$ cat config.mk
export PLATFORM = sky130hd
export DESIGN_NAME = mem_arbiter_flat
export DESIGN_NICKNAME = d
export VERILOG_FILES = /design/src/rtl/mem_arbiter_if.sv /design/src/rtl/mem_arbiter.sv /design/src/flat_wrapper.sv
export SDC_FILE = /design/constraint.sdc
export NUM_CORES = 1
export LEC_CHECK = 0
export CAP_MARGIN = 20
export CORE_AREA = 10 10 504 506
export CTS_CLUSTER_DIAMETER = 120
export CTS_CLUSTER_SIZE = 30
export DETAILED_ROUTE_END_ITERATION = 10
export DIE_AREA = 0 0 514 516
export PLACE_DENSITY = 0.38
export SYNTH_ARGS = -nofsm -noshare
export SYNTH_HDL_FRONTEND = slang
export SYNTH_SLANG_ARGS = --single-unit
export TNS_END_PERCENT = 30
$ cat constraint.sdc
create_clock -name clk -period 6 [get_ports clk]
set_clock_uncertainty 0.1 [all_clocks]
set_input_delay 0.6 -clock clk [delete_from_list [all_inputs] [get_ports clk]]
set_output_delay 0.6 -clock clk [all_outputs]
set_load 0.01 [all_outputs]
$ cat src/rtl/mem_arbiter_if.sv
// Request/response and memory-pin bundle between the two requesters, mem_arbiter and the memory.
// Handshake: a requester raises reqN with weN/addrN/wdataN stable and holds it until ackN pulses
// for one cycle; err and rdata are valid in that ack cycle, and req is only sampled while idle.
interface mem_arbiter_if #(
    parameter int DATA_W = 256,
    parameter int ADDR_W = 4
);
    logic              req0;
    logic              req1;
    logic              we0;
    logic              we1;
    logic [ADDR_W-1:0] addr0;
    logic [ADDR_W-1:0] addr1;
    logic [DATA_W-1:0] wdata0;
    logic [DATA_W-1:0] wdata1;
    logic              ack0;
    logic              ack1;
    logic              err;
    logic [DATA_W-1:0] rdata;
    logic              busy;
    logic              mem_nEnable;
    logic              mem_ReadWrite;
    logic [ADDR_W-1:0] mem_address;
    logic [DATA_W-1:0] mem_wdata;
    logic              mem_wdata_oe;
    logic [DATA_W-1:0] mem_rdata;

    modport slave (
        input  req0, req1, we0, we1, addr0, addr1, wdata0, wdata1, mem_rdata,
        output ack0, ack1, err, rdata, busy,
        output mem_nEnable, mem_ReadWrite, mem_address, mem_wdata, mem_wdata_oe
    );

    modport master (
        output req0, req1, we0, we1, addr0, addr1, wdata0, wdata1, mem_rdata,
        input  ack0, ack1, err, rdata, busy,
        input  mem_nEnable, mem_ReadWrite, mem_address, mem_wdata, mem_wdata_oe
    );
endinterface

$ cat src/rtl/mem_arbiter.sv
// Two-port round-robin arbiter/sequencer for the matrix memory: one single-word
// transaction at a time, IDLE -> ACCESS -> [WAIT_RD] -> DONE, all outputs registered.
module mem_arbiter #(
    parameter int DATA_W = 256,
    parameter int ADDR_W = 4,
    parameter int DEPTH  = 8,
    parameter int RD_LAT = 1
) (
    input  logic         clk,
    input  logic         reset,
    mem_arbiter_if.slave bus,
    output logic [1:0]   stateDbg
);
    localparam int CNT_W = (RD_LAT > 1) ? $clog2(RD_LAT) : 1;

    typedef enum logic [1:0] {
        IDLE    = 2'd0,
        ACCESS  = 2'd1,
        WAIT_RD = 2'd2,
        DONE    = 2'd3
    } state_t;

    state_t            state;
    state_t            nextState;
    logic              lastGrant;
    logic              curPort;
    logic              curWe;
    logic [CNT_W-1:0]  waitCnt;

    logic              anyReq;
    logic              grantPort;
    logic              selWe;
    logic [ADDR_W-1:0] selAddr;
    logic [DATA_W-1:0] selWdata;
    logic              selErr;
    logic              donePort;

    logic              nEnableD;
    logic              readWriteD;
    logic [ADDR_W-1:0] addressD;
    logic [DATA_W-1:0] wdataD;
    logic              wdataOeD;
    logic              ack0D;
    logic              ack1D;
    logic              errD;
    logic [DATA_W-1:0] rdataD;

    // Contention goes to the port that did not win last time.
    assign anyReq    = bus.req0 || bus.req1;
    assign grantPort = (bus.req0 && bus.req1) ? ~lastGrant : bus.req1;
    assign selWe     = grantPort ? bus.we1    : bus.we0;
    assign selAddr   = grantPort ? bus.addr1  : bus.addr0;
    assign selWdata  = grantPort ? bus.wdata1 : bus.wdata0;
    assign selErr    = 32'(selAddr) >= 32'(DEPTH);
    assign donePort  = (state == IDLE) ? grantPort : curPort;
    assign stateDbg  = state;

    always_ff @(posedge clk) begin
        if (reset) begin
            state             <= IDLE;
            lastGrant         <= 1'b1;
            curPort           <= 1'b0;
            curWe             <= 1'b0;
            waitCnt           <= '0;
            bus.mem_nEnable   <= 1'b1;
            bus.mem_ReadWrite <= 1'b1;
            bus.mem_address   <= '0;
            bus.mem_wdata     <= '0;
            bus.mem_wdata_oe  <= 1'b0;
            bus.ack0          <= 1'b0;
            bus.ack1          <= 1'b0;
            bus.err           <= 1'b0;
            bus.rdata         <= '0;
            bus.busy          <= 1'b0;
        end else begin
            state <= nextState;
            if (state == IDLE && anyReq) begin
                lastGrant <= grantPort;
                curPort   <= grantPort;
                curWe     <= selWe;
            end
            if (state == ACCESS)
                waitCnt <= CNT_W'(RD_LAT - 1);
            else if (state == WAIT_RD)
                waitCnt <= waitCnt - CNT_W'(1);
            bus.mem_nEnable   <= nEnableD;
            bus.mem_ReadWrite <= readWriteD;
            bus.mem_address   <= addressD;
            bus.mem_wdata     <= wdataD;
            bus.mem_wdata_oe  <= wdataOeD;
            bus.ack0          <= ack0D;
            bus.ack1          <= ack1D;
            bus.err           <= errD;
            bus.rdata         <= rdataD;
            bus.busy          <= (nextState != IDLE);
        end
    end

    always_comb begin
        nextState = state;
        case (state)
            IDLE:    if (anyReq) nextState = selErr ? DONE : ACCESS;
            ACCESS:  nextState = curWe ? DONE : WAIT_RD;
            WAIT_RD: if (waitCnt == '0) nextState = DONE;
            default: nextState = IDLE;
        endcase
    end

    // Next-cycle pin values; ACCESS is only ever entered from IDLE, so the sel* fields apply.
    always_comb begin
        nEnableD   = 1'b1;
        readWriteD = 1'b1;
        addressD   = bus.mem_address;
        wdataD     = bus.mem_wdata;
        wdataOeD   = 1'b0;
        ack0D      = 1'b0;
        ack1D      = 1'b0;
        errD       = 1'b0;
        rdataD     = bus.rdata;
        if (nextState == ACCESS) begin
            nEnableD   = 1'b0;
            readWriteD = ~selWe;
            addressD   = selAddr;
            if (selWe) begin
                wdataD   = selWdata;
                wdataOeD = 1'b1;
            end
        end
        if (nextState == DONE) begin
            ack0D = ~donePort;
            ack1D = donePort;
            errD  = (state == IDLE);
        end
        if (state == WAIT_RD && waitCnt == '0)
            rdataD = bus.mem_rdata;
    end
endmodule

$ cat src/flat_wrapper.sv
// flat-port wrapper written by rule: the top's interface ports become plain ports
module mem_arbiter_flat 
#(
    parameter int DATA_W = 256,
    parameter int ADDR_W = 4,
    parameter int DEPTH  = 8,
    parameter int RD_LAT = 1
)
  (clk, reset, stateDbg, bus_req0, bus_req1, bus_we0, bus_we1, bus_addr0, bus_addr1, bus_wdata0, bus_wdata1, bus_mem_rdata, bus_ack0, bus_ack1, bus_err, bus_rdata, bus_busy, bus_mem_nEnable, bus_mem_ReadWrite, bus_mem_address, bus_mem_wdata, bus_mem_wdata_oe);
  mem_arbiter_if #(.DATA_W(DATA_W), .ADDR_W(ADDR_W)) bus_i ();
  input  logic clk;
  input  logic reset;
  output logic [1:0] stateDbg;
  input wire logic [$bits(bus_i.req0)-1:0] bus_req0;
  input wire logic [$bits(bus_i.req1)-1:0] bus_req1;
  input wire logic [$bits(bus_i.we0)-1:0] bus_we0;
  input wire logic [$bits(bus_i.we1)-1:0] bus_we1;
  input wire logic [$bits(bus_i.addr0)-1:0] bus_addr0;
  input wire logic [$bits(bus_i.addr1)-1:0] bus_addr1;
  input wire logic [$bits(bus_i.wdata0)-1:0] bus_wdata0;
  input wire logic [$bits(bus_i.wdata1)-1:0] bus_wdata1;
  input wire logic [$bits(bus_i.mem_rdata)-1:0] bus_mem_rdata;
  output wire logic [$bits(bus_i.ack0)-1:0] bus_ack0;
  output wire logic [$bits(bus_i.ack1)-1:0] bus_ack1;
  output wire logic [$bits(bus_i.err)-1:0] bus_err;
  output wire logic [$bits(bus_i.rdata)-1:0] bus_rdata;
  output wire logic [$bits(bus_i.busy)-1:0] bus_busy;
  output wire logic [$bits(bus_i.mem_nEnable)-1:0] bus_mem_nEnable;
  output wire logic [$bits(bus_i.mem_ReadWrite)-1:0] bus_mem_ReadWrite;
  output wire logic [$bits(bus_i.mem_address)-1:0] bus_mem_address;
  output wire logic [$bits(bus_i.mem_wdata)-1:0] bus_mem_wdata;
  output wire logic [$bits(bus_i.mem_wdata_oe)-1:0] bus_mem_wdata_oe;
  assign bus_i.req0 = bus_req0;
  assign bus_i.req1 = bus_req1;
  assign bus_i.we0 = bus_we0;
  assign bus_i.we1 = bus_we1;
  assign bus_i.addr0 = bus_addr0;
  assign bus_i.addr1 = bus_addr1;
  assign bus_i.wdata0 = bus_wdata0;
  assign bus_i.wdata1 = bus_wdata1;
  assign bus_i.mem_rdata = bus_mem_rdata;
  assign bus_ack0 = bus_i.ack0;
  assign bus_ack1 = bus_i.ack1;
  assign bus_err = bus_i.err;
  assign bus_rdata = bus_i.rdata;
  assign bus_busy = bus_i.busy;
  assign bus_mem_nEnable = bus_i.mem_nEnable;
  assign bus_mem_ReadWrite = bus_i.mem_ReadWrite;
  assign bus_mem_address = bus_i.mem_address;
  assign bus_mem_wdata = bus_i.mem_wdata;
  assign bus_mem_wdata_oe = bus_i.mem_wdata_oe;
  mem_arbiter #(.DATA_W(DATA_W), .ADDR_W(ADDR_W), .DEPTH(DEPTH), .RD_LAT(RD_LAT)) u_core (.clk(clk), .reset(reset), .bus(bus_i), .stateDbg(stateDbg));
endmodule
After elaboration in Yosys (flattened, before gate mapping)
Index checks and enable logic that the tools add are counted.
{"block": "totals", "output_inout_bits": 525, "elab_cells": 49, "regBits": 529}
{"block": "classes", "n_eq_ne": 4, "bitwise": 6, "magnitude_cmp": 1, "n_reduce_logical": 10, "n_mux": 12, "addsub": 1}
{"op": "256-bit two-way mux", "count": 1}
{"op": "1-bit two-way mux", "count": 6}
{"op": "2-bit two-way mux", "count": 3}
{"op": "1-bit inverter", "count": 6}
{"op": "2-bit case mux with 3 select lines", "count": 1}
{"op": "2-bit OR reduction", "count": 3}
{"op": "2-bit by 1-bit equality test with 1-bit output, second input constant", "count": 2}
{"op": "2-bit equality test, second input constant", "count": 2}
{"op": "4-bit >= comparator, second input constant", "count": 1}
{"op": "4-bit two-way mux", "count": 1}
{"op": "1-bit logical AND", "count": 3}
{"op": "2-bit logical NOT", "count": 1}
{"op": "2-bit AND reduction", "count": 1}
{"op": "2-bit nonzero test", "count": 1}
{"op": "1-bit logical OR", "count": 1}
{"op": "1-bit subtractor, second input constant", "count": 1}

Depth between registers and ports, before layout
{"block": "depth", "depth_word": 10, "depth_mapped": 8, "depth_no_buf": 6}

Least setup slack after synthesis
OpenSTA, ideal clock, no wires.
{"block": "synth_path", "kind": "input to register", "from": "input port bus_req0", "to": "register u_core.bus.mem_wdata[100]", "arrival_time_ns": 2.318, "slack_ns": 3.430, "n_path_buf": 3, "path_stages": 7, "path_cell_list": "buf_2 or3_1 a222oi_1 a2111o_1 clkbuf_1 buf_2 a221oi_2"}
{"block": "synth_between", "elab_chain_len": 9, "word_cells_on_any_way": 12, "cone_classes": "order compare (1); eq/ne (1); mux (7); reduce/logical (3)"}
{"element": "start: declaration", "line": "flat_wrapper.sv:14", "text": "input wire logic [$bits(bus_i.req0)-1:0] bus_req0;"}
{"element": "1-bit logical AND", "line": "mem_arbiter.sv:50", "text": "assign grantPort = (bus.req0 && bus.req1) ? ~lastGrant : bus.req1;"}
{"element": "1-bit two-way mux", "line": "mem_arbiter.sv:50"}
{"element": "4-bit two-way mux", "line": "mem_arbiter.sv:52", "text": "assign selAddr = grantPort ? bus.addr1 : bus.addr0;"}
{"element": "4-bit >= comparator", "line": "mem_arbiter.sv:54", "text": "assign selErr = 32'(selAddr) >= 32'(DEPTH);"}
{"element": "2-bit two-way mux (2 in a row)", "line": "mem_arbiter.sv:102", "text": "IDLE: if (anyReq) nextState = selErr ? DONE : ACCESS;"}
{"element": "2-bit case mux with 3 select lines", "line": "mem_arbiter.sv:101", "text": "case (state)"}
{"element": "2-bit by 1-bit equality test with 1-bit output", "line": "mem_arbiter.sv:120", "text": "if (nextState == ACCESS) begin"}
{"element": "2-bit AND reduction (no line)"}
{"element": "end signal: assignment", "line": "mem_arbiter.sv:89", "text": "bus.mem_wdata <= wdataD;"}
{"element": "end: declaration", "line": "mem_arbiter_if.sv:31", "text": "output mem_nEnable, mem_ReadWrite, mem_address, mem_wdata, mem_wdata_oe"}
Parallel ways exist; a longest one is shown, timed or not.
A chain may end at the register's enable or synchronous reset.

Worst setup path in the final report
{"block": "layout_path", "from": "register u_core.state[0] (netlist: u_core.stateDbg[0])", "to": "register u_core.bus.mem_wdata[174]"}
{"block": "layout_between", "elab_chain_len": 4, "word_cells_on_any_way": 8, "cone_classes": "eq/ne (3); mux (3); reduce/logical (2)"}
{"element": "start: declaration", "line": "mem_arbiter.sv:23", "text": "state_t state;"}
{"element": "start signal: assignment", "line": "mem_arbiter.sv:76", "text": "state <= nextState;"}
{"element": "2-bit equality test (tied with other cells)", "line": "mem_arbiter.sv:101"}
{"element": "2-bit case mux with 3 select lines *", "line": "mem_arbiter.sv:101"}
{"element": "2-bit by 1-bit equality test with 1-bit output *", "line": "mem_arbiter.sv:120"}
{"element": "2-bit AND reduction (no line) *"}
Every way passes the cells marked *; elsewhere a longest branch is shown, timed or not.

==> run metrics <==
status=finished clean; Total Routed Length=207000 um; initial drt markers=1610; H-tree levels=2; CTS root buf=clkbuf_16; Total GRT Usage=between 10% and 20%; Setup-failing EPs final=0; DRT antenna net count=0; vias in the first global route=25651; port bufs=1306; vias=25701; Total Nets Final=4802; unrepaired setup endpoints after global routing=false; Mapped Nets=between 3000 and 4000; Hold Slack=0.276 ns; routability cong.=slightly below 0.9; Arr. time, crit path=3.82 ns; initial antenna violation count=159; chip height=approximately 520 um; P_leak=14.3 nW; Synth area leader=dfxtp_1; Setup WS post-layout=2.55 ns; CTS Buf Count=35; post-CTS setup buffers=0; fin. max-slew vios=0; Worst VDD drop=0.463 mV; Setup Crit Path Kind=reg2reg; total die area=between 0.2 and 0.3 mm2; commonest non-fill, non-tap cells in the layout=1305 x clkdlybuf4s50_1, 1027 x nand2_1, 529 x dfxtp_1; most common library cell in the layout ignoring fill and taps=clkdlybuf4s50_1; Warnings, synthesis=0; die width=roughly 510 um; worst-case clock buffer depth=3; slew of the pin with the lowest slew margin=1.10 ns; Synth cell types=33; Worst setup EP type=flip-flop; Final HPWL DP=172000 um; cts hold-fix bufs=0; EDFF count, synth=0; Seq/Total Area, Yosys=a little under half; PD cells=439 mW/mm2; final hold vios=0; clk sink count=529; DP Worst Slack=1.93 ns; Mapped Area=0.0232 mm2; row cnt=182; CP startpoint kind=flip-flop; initial core utilization=9.50%; DR WL/cell=28.4 um; ys async rst share=0%; Layout Area Growth over Synthesis=77.7%; CP Max Fanout=43; period utilisation layout=57.5%; CTS tree=built; f_max=between 200 and 300 MHz; worst path required time=6.37 ns; Mapped Avg Cell Area=around 8 um2; Final TNS setup=0 ns; CORE AREA=0.244 mm2; min cycle time layout=between 3 and 4 ns; GR Overflow Total=0; register area=about 0.011 mm2; first drt pass iteration count=7; area of the multi-input gates=about 0.011 mm2; latest clock arrival within the worst-skew pair=0.68 ns; first-pass GRT wire length=264000 um; layout cells sized above 1=7.52%; Slew HR=26.5%; HP Class=in2reg; remaining routing DRC violations=0; post-cts sizing count=0; Ports=1307; flops & latches, synth=529; largest net degree at the start of global routing=140; Primary FF master, synth=dfxtp_1; routed vias/inst=about 3.5; Layout fillers=around 28000; Post-Syn Instances=just under 3000; top cells by area, synth=dfxtp_1 46%, nand2_1 17%, a221oi_2 13%; MaxCap Viol Count=0; Worst-path clk slew=0.12 ns; post-synth top area share=45.6%
[cells in the mapped netlist (2+ instances only)]
| library cell | n |
|---|---|
| a2111o_1 | 2 |
| a21o_1 | 2 |
| a21oi_1 | 256 |
| a221oi_1 | 60 |
| a221oi_2 | 196 |
| a22oi_1 | 2 |
| and3_1 | 258 |
| buf_1 | 8 |
| buf_2 | 50 |
| clkbuf_1 | 200 |
| dfxtp_1 | 529 |
| ha_1 | 4 |
| inv_1 | 262 |
| mux2i_1 | 8 |
| nand2_1 | 1027 |
| nand2b_1 | 2 |
| nor2_1 | 7 |
| nor3_1 | 3 |
| o32ai_1 | 4 |
[registers in the layout, indices dropped and copies added, names as in the netlist]
signal / cells
u_core.bus.mem_wdata: 256
u_core.stateDbg: 2
u_core.curPort: 1
u_core.curWe: 1
u_core.waitCnt: 1
u_core.bus.mem_ReadWrite: 1
u_core.bus.busy: 1
u_core.bus.err: 1
u_core.lastGrant: 1
u_core.bus.ack0: 1
u_core.bus.mem_address: 4
u_core.bus.mem_wdata_oe: 1
u_core.bus.mem_nEnable: 1
u_core.bus.rdata: 256
u_core.bus.ack1: 1
[per-layer routing]
| metal | vias up | part of all wire, % | GRT usage (%) |
|---|---|---|---|
| li1 | 11918 | - | - |
| met1 | 12213 | 40 | 17.1 |
| met2 | 1241 | 43 | 22.6 |
| met3 | 259 | 15 | 10.0 |
| met4 | 70 | 1.7 | 2.24 |
| met5 | - | 0.23 | 0 |
[where the power goes]
group / switching, mW / internal [mW] / total (mW)
Clock: 1.82 / 1.31 / 3.12
Combinational: 5.51 / 3.94 / 9.44
Sequential: 0.783 / 4.75 / 5.53
[worst max-delay path, stage by stage, from the launching register on]
cell and delay [ns]:
dfxtp_1 0.44, inv_1 0.09, ha_1 0.33, nor2_1 0.10, a22oi_1 0.19, a211oi_4 0.51
buf_4 0.50, buf_4 0.72, a221oi_2 0.12
[metrics by stage]
stage                     cell area (um2)  power, mW  util [%]  cells
final                               41200       18.1      16.9   7295
after global routing                41200       19.3      16.9   7270
after CTS                           41200       18.6      16.8   7262
after detailed placement            39800       15.3      16.3   7199
after global placement              39800       15.3      16.3   7199
after floorplan                     23200       9.64         -   2894
[cell families after synthesis]
| kind of cell | synth area share [%] |
|---|---|
| compound gates | 21.1 |
| xor+xnor | 0.0377 |
| mux | 0.394 |
| flops | 45.6 |
| simple gates | 24.0 |
| buf+inv | 8.68 |
| fa+ha+maj | 0.216 |
[final cells by class]
cell class | instances | share of cell area (%)
Clock buffer | 35 | 2.12
Antenna cell | 33 | 0.200
Clock inverter | 28 | 1.20
Timing Repair Buffer | 1343 | 32.8
Inverter | 262 | 2.38
Multi-Input combinational cell | 1845 | 25.8
Sequential cell | 529 | 25.7
Tap cell | 3220 | 9.77
[final timing paths]
check                           slack, ns                  from  depth (start not counted)                         to
worst min register to register       0.36  u_core.bus.rdata[91]                          2       u_core.bus.rdata[91]
worst max register to register       2.55    u_core.stateDbg[0]                          8  u_core.bus.mem_wdata[174]
worst max-delay path                 2.55    u_core.stateDbg[0]                          8  u_core.bus.mem_wdata[174]
worst min-delay path                 0.28                 reset                          2      u_core.bus.rdata[229]
No activity file was read; power rests on OpenSTA's default activity.
